$ cat src/rtl/sseg_pkg.sv
// Shared constants for the seven-segment scan driver:
// active-low segment patterns, blank/off codes, digit count.
package sseg_pkg;

    localparam int NUM_DIGITS = 4;

    localparam logic [6:0] SEG_0 = 7'b1000000;
    localparam logic [6:0] SEG_1 = 7'b1111001;
    localparam logic [6:0] SEG_2 = 7'b0100100;
    localparam logic [6:0] SEG_3 = 7'b0110000;
    localparam logic [6:0] SEG_4 = 7'b0011001;
    localparam logic [6:0] SEG_5 = 7'b0010010;
    localparam logic [6:0] SEG_6 = 7'b0000010;
    localparam logic [6:0] SEG_7 = 7'b1111000;
    localparam logic [6:0] SEG_8 = 7'b0000000;
    localparam logic [6:0] SEG_9 = 7'b0010000;
    localparam logic [6:0] SEG_A = 7'b0001000;
    localparam logic [6:0] SEG_B = 7'b0000011;
    localparam logic [6:0] SEG_C = 7'b1000110;
    localparam logic [6:0] SEG_D = 7'b0100001;
    localparam logic [6:0] SEG_E = 7'b0000110;
    localparam logic [6:0] SEG_F = 7'b0001110;

    localparam logic [6:0] SEG_BLANK = 7'b1111111;
    localparam logic [3:0] AN_OFF    = 4'b1111;

endpackage

$ cat src/rtl/sseg_decoder.sv
// Hex digit to active-low {g,f,e,d,c,b,a} segment pattern.
// Purely combinational.
module sseg_decoder
    import sseg_pkg::*;
(
    input  logic [3:0] code,
    output logic [6:0] seg
);

    always_comb begin
        seg = SEG_BLANK;
        unique case (code)
            4'h0: seg = SEG_0;
            4'h1: seg = SEG_1;
            4'h2: seg = SEG_2;
            4'h3: seg = SEG_3;
            4'h4: seg = SEG_4;
            4'h5: seg = SEG_5;
            4'h6: seg = SEG_6;
            4'h7: seg = SEG_7;
            4'h8: seg = SEG_8;
            4'h9: seg = SEG_9;
            4'hA: seg = SEG_A;
            4'hB: seg = SEG_B;
            4'hC: seg = SEG_C;
            4'hD: seg = SEG_D;
            4'hE: seg = SEG_E;
            4'hF: seg = SEG_F;
        endcase
    end

endmodule

$ cat src/rtl/sseg_scan_driver.sv
// 4-digit multiplexed seven-segment driver, frame-coherent latching.
// Optional SSEG_LEADING_ZERO_BLANK_EN blanks leading zero digits.
module sseg_scan_driver
    import sseg_pkg::*;
#(
    parameter int unsigned REFRESH_DIV = 100000
) (
    input  logic       clk,
    input  logic       rst_n,
    input  logic [3:0] num3,
    input  logic [3:0] num2,
    input  logic [3:0] num1,
    input  logic [3:0] num0,
    input  logic [3:0] dp_mask,
    output logic [3:0] an,
    output logic [6:0] seg,
    output logic       dp
);

    localparam int unsigned PW = $clog2(REFRESH_DIV);
    localparam logic [PW-1:0] PLAST = PW'(REFRESH_DIV - 1);
    localparam logic [1:0] IDX_LAST = 2'(NUM_DIGITS - 1);

    logic [PW-1:0] pcnt;
    logic          tick;
    logic [1:0]    idx;
    logic [1:0]    idx_nxt;
    logic          wrap;

    logic [NUM_DIGITS-1:0][3:0] sh_num;
    logic [NUM_DIGITS-1:0][3:0] live_num;
    logic [NUM_DIGITS-1:0][3:0] eff_num;
    logic [NUM_DIGITS-1:0]      sh_dp;
    logic [NUM_DIGITS-1:0]      eff_dp;

    logic [3:0] sel;
    logic [6:0] dec;
    logic       blank;

    assign tick     = (pcnt == PLAST);
    assign idx_nxt  = idx + 2'd1;
    assign wrap     = (idx == IDX_LAST);
    assign live_num = {num3, num2, num1, num0};

    // At the wrap tick slot 0 must see the values being captured now
    assign eff_num = wrap ? live_num : sh_num;
    assign eff_dp  = wrap ? dp_mask : sh_dp;
    assign sel     = eff_num[idx_nxt];

    sseg_decoder u_dec (
        .code (sel),
        .seg  (dec)
    );

`ifdef SSEG_LEADING_ZERO_BLANK_EN
    logic hi_zero;

    always_comb begin
        blank   = 1'b0;
        hi_zero = 1'b1;
        for (int i = NUM_DIGITS - 1; i >= 1; i--) begin
            hi_zero = hi_zero & (eff_num[i] == 4'd0);
            if (idx_nxt == 2'(i)) blank = hi_zero;
        end
    end
`else
    assign blank = 1'b0;
`endif

    always_ff @(posedge clk or negedge rst_n) begin
        if (!rst_n) begin
            pcnt <= '0;
        end else if (tick) begin
            pcnt <= '0;
        end else begin
            pcnt <= pcnt + PW'(1);
        end
    end

    always_ff @(posedge clk or negedge rst_n) begin
        if (!rst_n) begin
            idx    <= IDX_LAST;
            sh_num <= '0;
            sh_dp  <= '0;
            an     <= AN_OFF;
            seg    <= SEG_BLANK;
            dp     <= 1'b1;
        end else if (tick) begin
            idx <= idx_nxt;
            if (wrap) begin
                sh_num <= live_num;
                sh_dp  <= dp_mask;
            end
            an  <= ~(4'b0001 << idx_nxt);
            seg <= blank ? SEG_BLANK : dec;
            dp  <= ~eff_dp[idx_nxt];
        end
    end

endmodule

$ cat config.mk
export PLATFORM = sky130hd
export DESIGN_NAME = sseg_scan_driver
export DESIGN_NICKNAME = d
export VERILOG_FILES = /design/src/rtl/sseg_pkg.sv /design/src/rtl/sseg_decoder.sv /design/src/rtl/sseg_scan_driver.sv
export SDC_FILE = /design/constraint.sdc
export NUM_CORES = 1
export LEC_CHECK = 0
export BUFFER_PORTS_ARGS = -buffer_cell sky130_fd_sc_hd__clkbuf_2
export CORE_MARGIN = 5
export CORE_UTILIZATION = 44
export CTS_BUF_LIST = sky130_fd_sc_hd__clkbuf_4 sky130_fd_sc_hd__clkbuf_8
export CTS_CLUSTER_DIAMETER = 200
export DETAILED_ROUTE_END_ITERATION = 7
export GPL_TIMING_DRIVEN = 0
export PLACE_DENSITY = 0.6
export SLEW_MARGIN = 20
export SYNTH_ARGS = -nofsm -noshare
export SYNTH_HDL_FRONTEND = slang
export SYNTH_HIERARCHICAL = 1
export SYNTH_SLANG_ARGS = --single-unit
export TNS_END_PERCENT = 50
$ cat constraint.sdc
create_clock -name clk -period 3.3 [get_ports clk]
set_input_delay 0.33 -clock clk [delete_from_list [all_inputs] [get_ports clk]]
set_output_delay 0.33 -clock clk [all_outputs]
set_load 0.03 [all_outputs]
==> flow_summary_export.csv <==
group,metric,value,unit
floorplan,floorplan.initialDensity,45.86,%
outcome,outcome,"completed",
routing,drtIter0Drc,67,
worst_setup_path,r2r_setup_slack,0.22,ns
routing,vias,1799,
clock_tree,cts.path.max_buffers,2,
clock_tree,cts-buffers-inserted,5,
floorplan,rows,28,
routing,drcViolationCount,0,
worst_setup_path,cp.required,3.55,ns
routing,viasPerCell,5.068,
clock_tree,cts_tree,"done",
worst_setup_path,cp.buffers_inverters,2,
global_routing,antenna_found_initial,0,
yosys,synth_cell_type_count,36,
timing,finClkSkew,0.005033,ns
layout,mostFrequentLayoutCell,"nand2_1",
layout,fin_nets,314,
layout,antenna_cells,0,
timing,tightest_slew,0.6857,ns
timing,whs,0.07007,ns
global_routing,grt.met2_usage,23.08,%
place,hpwl,3586,um
worst_setup_path,cp.arrival,3.34,ns
global_routing,grt_remaining_overflow,0,
worst_setup_path,max_stage_delay,0.61,ns
timing,post-route-period-util,93.48,%
routing,drt.antenna.violating_nets,0,
layout,final_cell_mix,"nand2_1, dfrtp_1, clkbuf_2, nor2_1, dfstp_2",
worst_setup_path,timing.rr.start,"idx[0]$_DFFE_PN1N_",
timing,worst_slack,0.2150,ns
floorplan,dieArea,7925,um^2
worst_setup_path,endpoint,"seg[0]$_DFFE_PN1N_",
global_routing,grt_pass1_vias,1845,
routing,wl_per_cell,14.44,um
floorplan,coreArea,5991,um^2
pwr,total_power,1.097,mW
pwr,p_leak,1.445,nW
yosys,synth_area,2748,um^2
yosys,yosysSeqAreaShare,47.09,%
timing,setup_viol,0,
global_routing,busiest_layer,"met2",
clock_tree,cts.sinks,51,
worst_setup_path,worst-setup-path-type,"flip-flop to flip-flop",
yosys,synth_fp_nets,274,
floorplan,die_height,89.02,um
layout,postLayoutCoreUtil,52.26,%
worst_setup_path,critPathLaunchType,"flip-flop",
place,gp_congestion,0.8521,
global_routing,use_met1,19.89,%
pwr,peakVddDrop,0.0002076,V
worst_setup_path,crit_path_max_fanout,10,
hold_path,hold_class,"input pin to async pin",
timing,finalCriticalPeriod,3.085,ns
worst_setup_path,worstSetupStartpoint,"idx[0]$_DFFE_PN1N_",
routing,wl,5126,um
place,portBuffers,33,
layout,area_growth,13.93,%
worst_setup_path,cp_slowest_cell,"dfstp_2",
yosys,synth_seq_cells,51,
yosys,ys_warn_count,6,
worst_setup_path,path_depth,12,
worst_setup_path,crit_top_cell,"nand2_1",
global_routing,grt_max_degree,52,
timing,fmax,324.2,MHz
clock_tree,cts_root_buffer,"clkbuf_8",
worst_setup_path,r2r_cells,12,
routing,dr.pass1.iters,4,
floorplan,die_w,89.02,um
global_routing,grt_usage,14.56,%
worst_setup_path,endpoint_kind,"flip-flop",
clock_tree,clkLatencyLatePin,0.30,ns
clock_tree,htreeDepth,2,
yosys,netlist_instances,239,
timing,slew_headroom,53.94,%
worst_setup_path,path_delay_family,"simple AND/OR/NAND/NOR gates",
timing,hold_viol,0,
worst_setup_path,worstPathCellList,"ha_2 -> buf_6 -> mux4_2 -> nand2_1 -> nand2_1 -> inv_2 -> ha_1 -> and2b_2 -> or3b_1 -> o21ai_0 -> nand2_1 -> nand2_1",
pwr,p_per_area,350.3,nW/um^2
clock_tree,postCtsHoldBufs,0,
global_routing,use_met3,3.226,%
layout,drive_gt1_share,34.64,%
timing,drv_slew,0,
place,place_ws,-0.3724,ns
worst_setup_path,r2r-end,"seg[0]$_DFFE_PN1N_",
timing,rsz0062_at_grt,"no",
clock_tree,clkTransAtPathRegs,0.09,ns
yosys,avgSynthCellArea,11.50,um^2
flow_run,drv_cap,0,
global_routing,grt_pass1_wl,8880,um
floorplan,io_pins,34,
==> layer usage <==
| layer | routed length, um | share of wire [%] |
|---|---|---|
| met5 | 0 | 0 |
| met4 | 76 | 1.5 |
| met3 | 188 | 3.7 |
| met2 | 2331 | 45 |
| met1 | 2529 | 49 |
==> what timing repair did <==
item                       4_1_cts  5_1_grt
setup endpoints to repair        5        1
gates resized for setup          4        3
buffers inserted                 0        2
==> per-stage QoR <==
step | setup TNS (ns) | std cells | area (um^2)
floorplan | 0 | 239 | 2748
global placement | -0.7230 | 347 | 3007
detailed placement | -0.8121 | 347 | 3009
CTS | 0 | 353 | 3109
global route | 0 | 355 | 3131
finish | 0 | 355 | 3131
==> cell families (layout without fill, tap and decap cells) <==
kind of cell    Yosys count  count (layout)  share of synthesized area [%]
compound gates           16              16                          3.370
xor+xnor                 14              14                          4.463
fa+ha+maj                13              13                          5.920
buf+inv                  16              57                          2.823
flops                    51              51                          47.09
mux                      37              37                          20.40
simple gates             92              92                          15.94
==> flip-flops by register name, summed over array words and instances (netlist names) <==
name	cells
idx	2
pcnt	17
sh_num	16
sh_dp	4
seg	7
an	4
dp	1
==> synthesized netlist by cell type (all sizes together) <==
master   instances  area share, %
inv              6           0.82
xnor2           11            3.5
nand2           52            7.4
nand4            4           0.91
nand4bb          1           0.41
nor4             2            1.0
ha              13            5.9
or3b             1           0.32
and2             1           0.23
nand4b           1           0.32
mux2            19            9.2
clkinv           1           0.14
a22o             2           0.64
buf              5            1.3
xor2             3           0.96
clkbuf           4           0.55
or3              1           0.23
o21ai           11            2.0
a32o             1           0.36
a21oi            2           0.36
or4              3           0.96
and2b            1           0.32
dfrtp           37             34
dfstp           14             13
mux4            10            8.3
nand3            8            1.5
nor3             2           0.36
nor2            15            2.0
mux2i            8            2.9
==> power breakdown <==
group	internal [mW]	switching [mW]
Clock	0.166	0.205
Combinational	0.0434	0.0403
Sequential	0.637	0.00584
Total	0.846	0.251
==> layout make-up <==
type	instances	area (um^2)
inverters	7	30.03
well taps	75	93.84
flip-flops and latches	51	1294
clock inverters	1	5.005
repair buffers	35	182.7
multi-input cells	172	1391
clock buffers	7	83.83
fillers	541	2860
plain buffers	7	50.05
==> worst min-delay path by stage <==
stage	from	endpoint	slack, ns	depth (start not counted)
after floorplan	rst_n	pcnt[0]$_DFF_PN0_	0.03	0
after global placement	seg[4]$_DFFE_PN1N_	seg[4]$_DFFE_PN1N_	0.44	2
after detailed placement	seg[5]$_DFFE_PN1N_	seg[5]$_DFFE_PN1N_	0.44	2
after CTS	rst_n	pcnt[13]$_DFF_PN0_	0.11	1
after global routing	rst_n	pcnt[13]$_DFF_PN0_	0.14	1
final	rst_n	pcnt[11]$_DFF_PN0_	0.07	1
(Power assumes the default switching activity.)
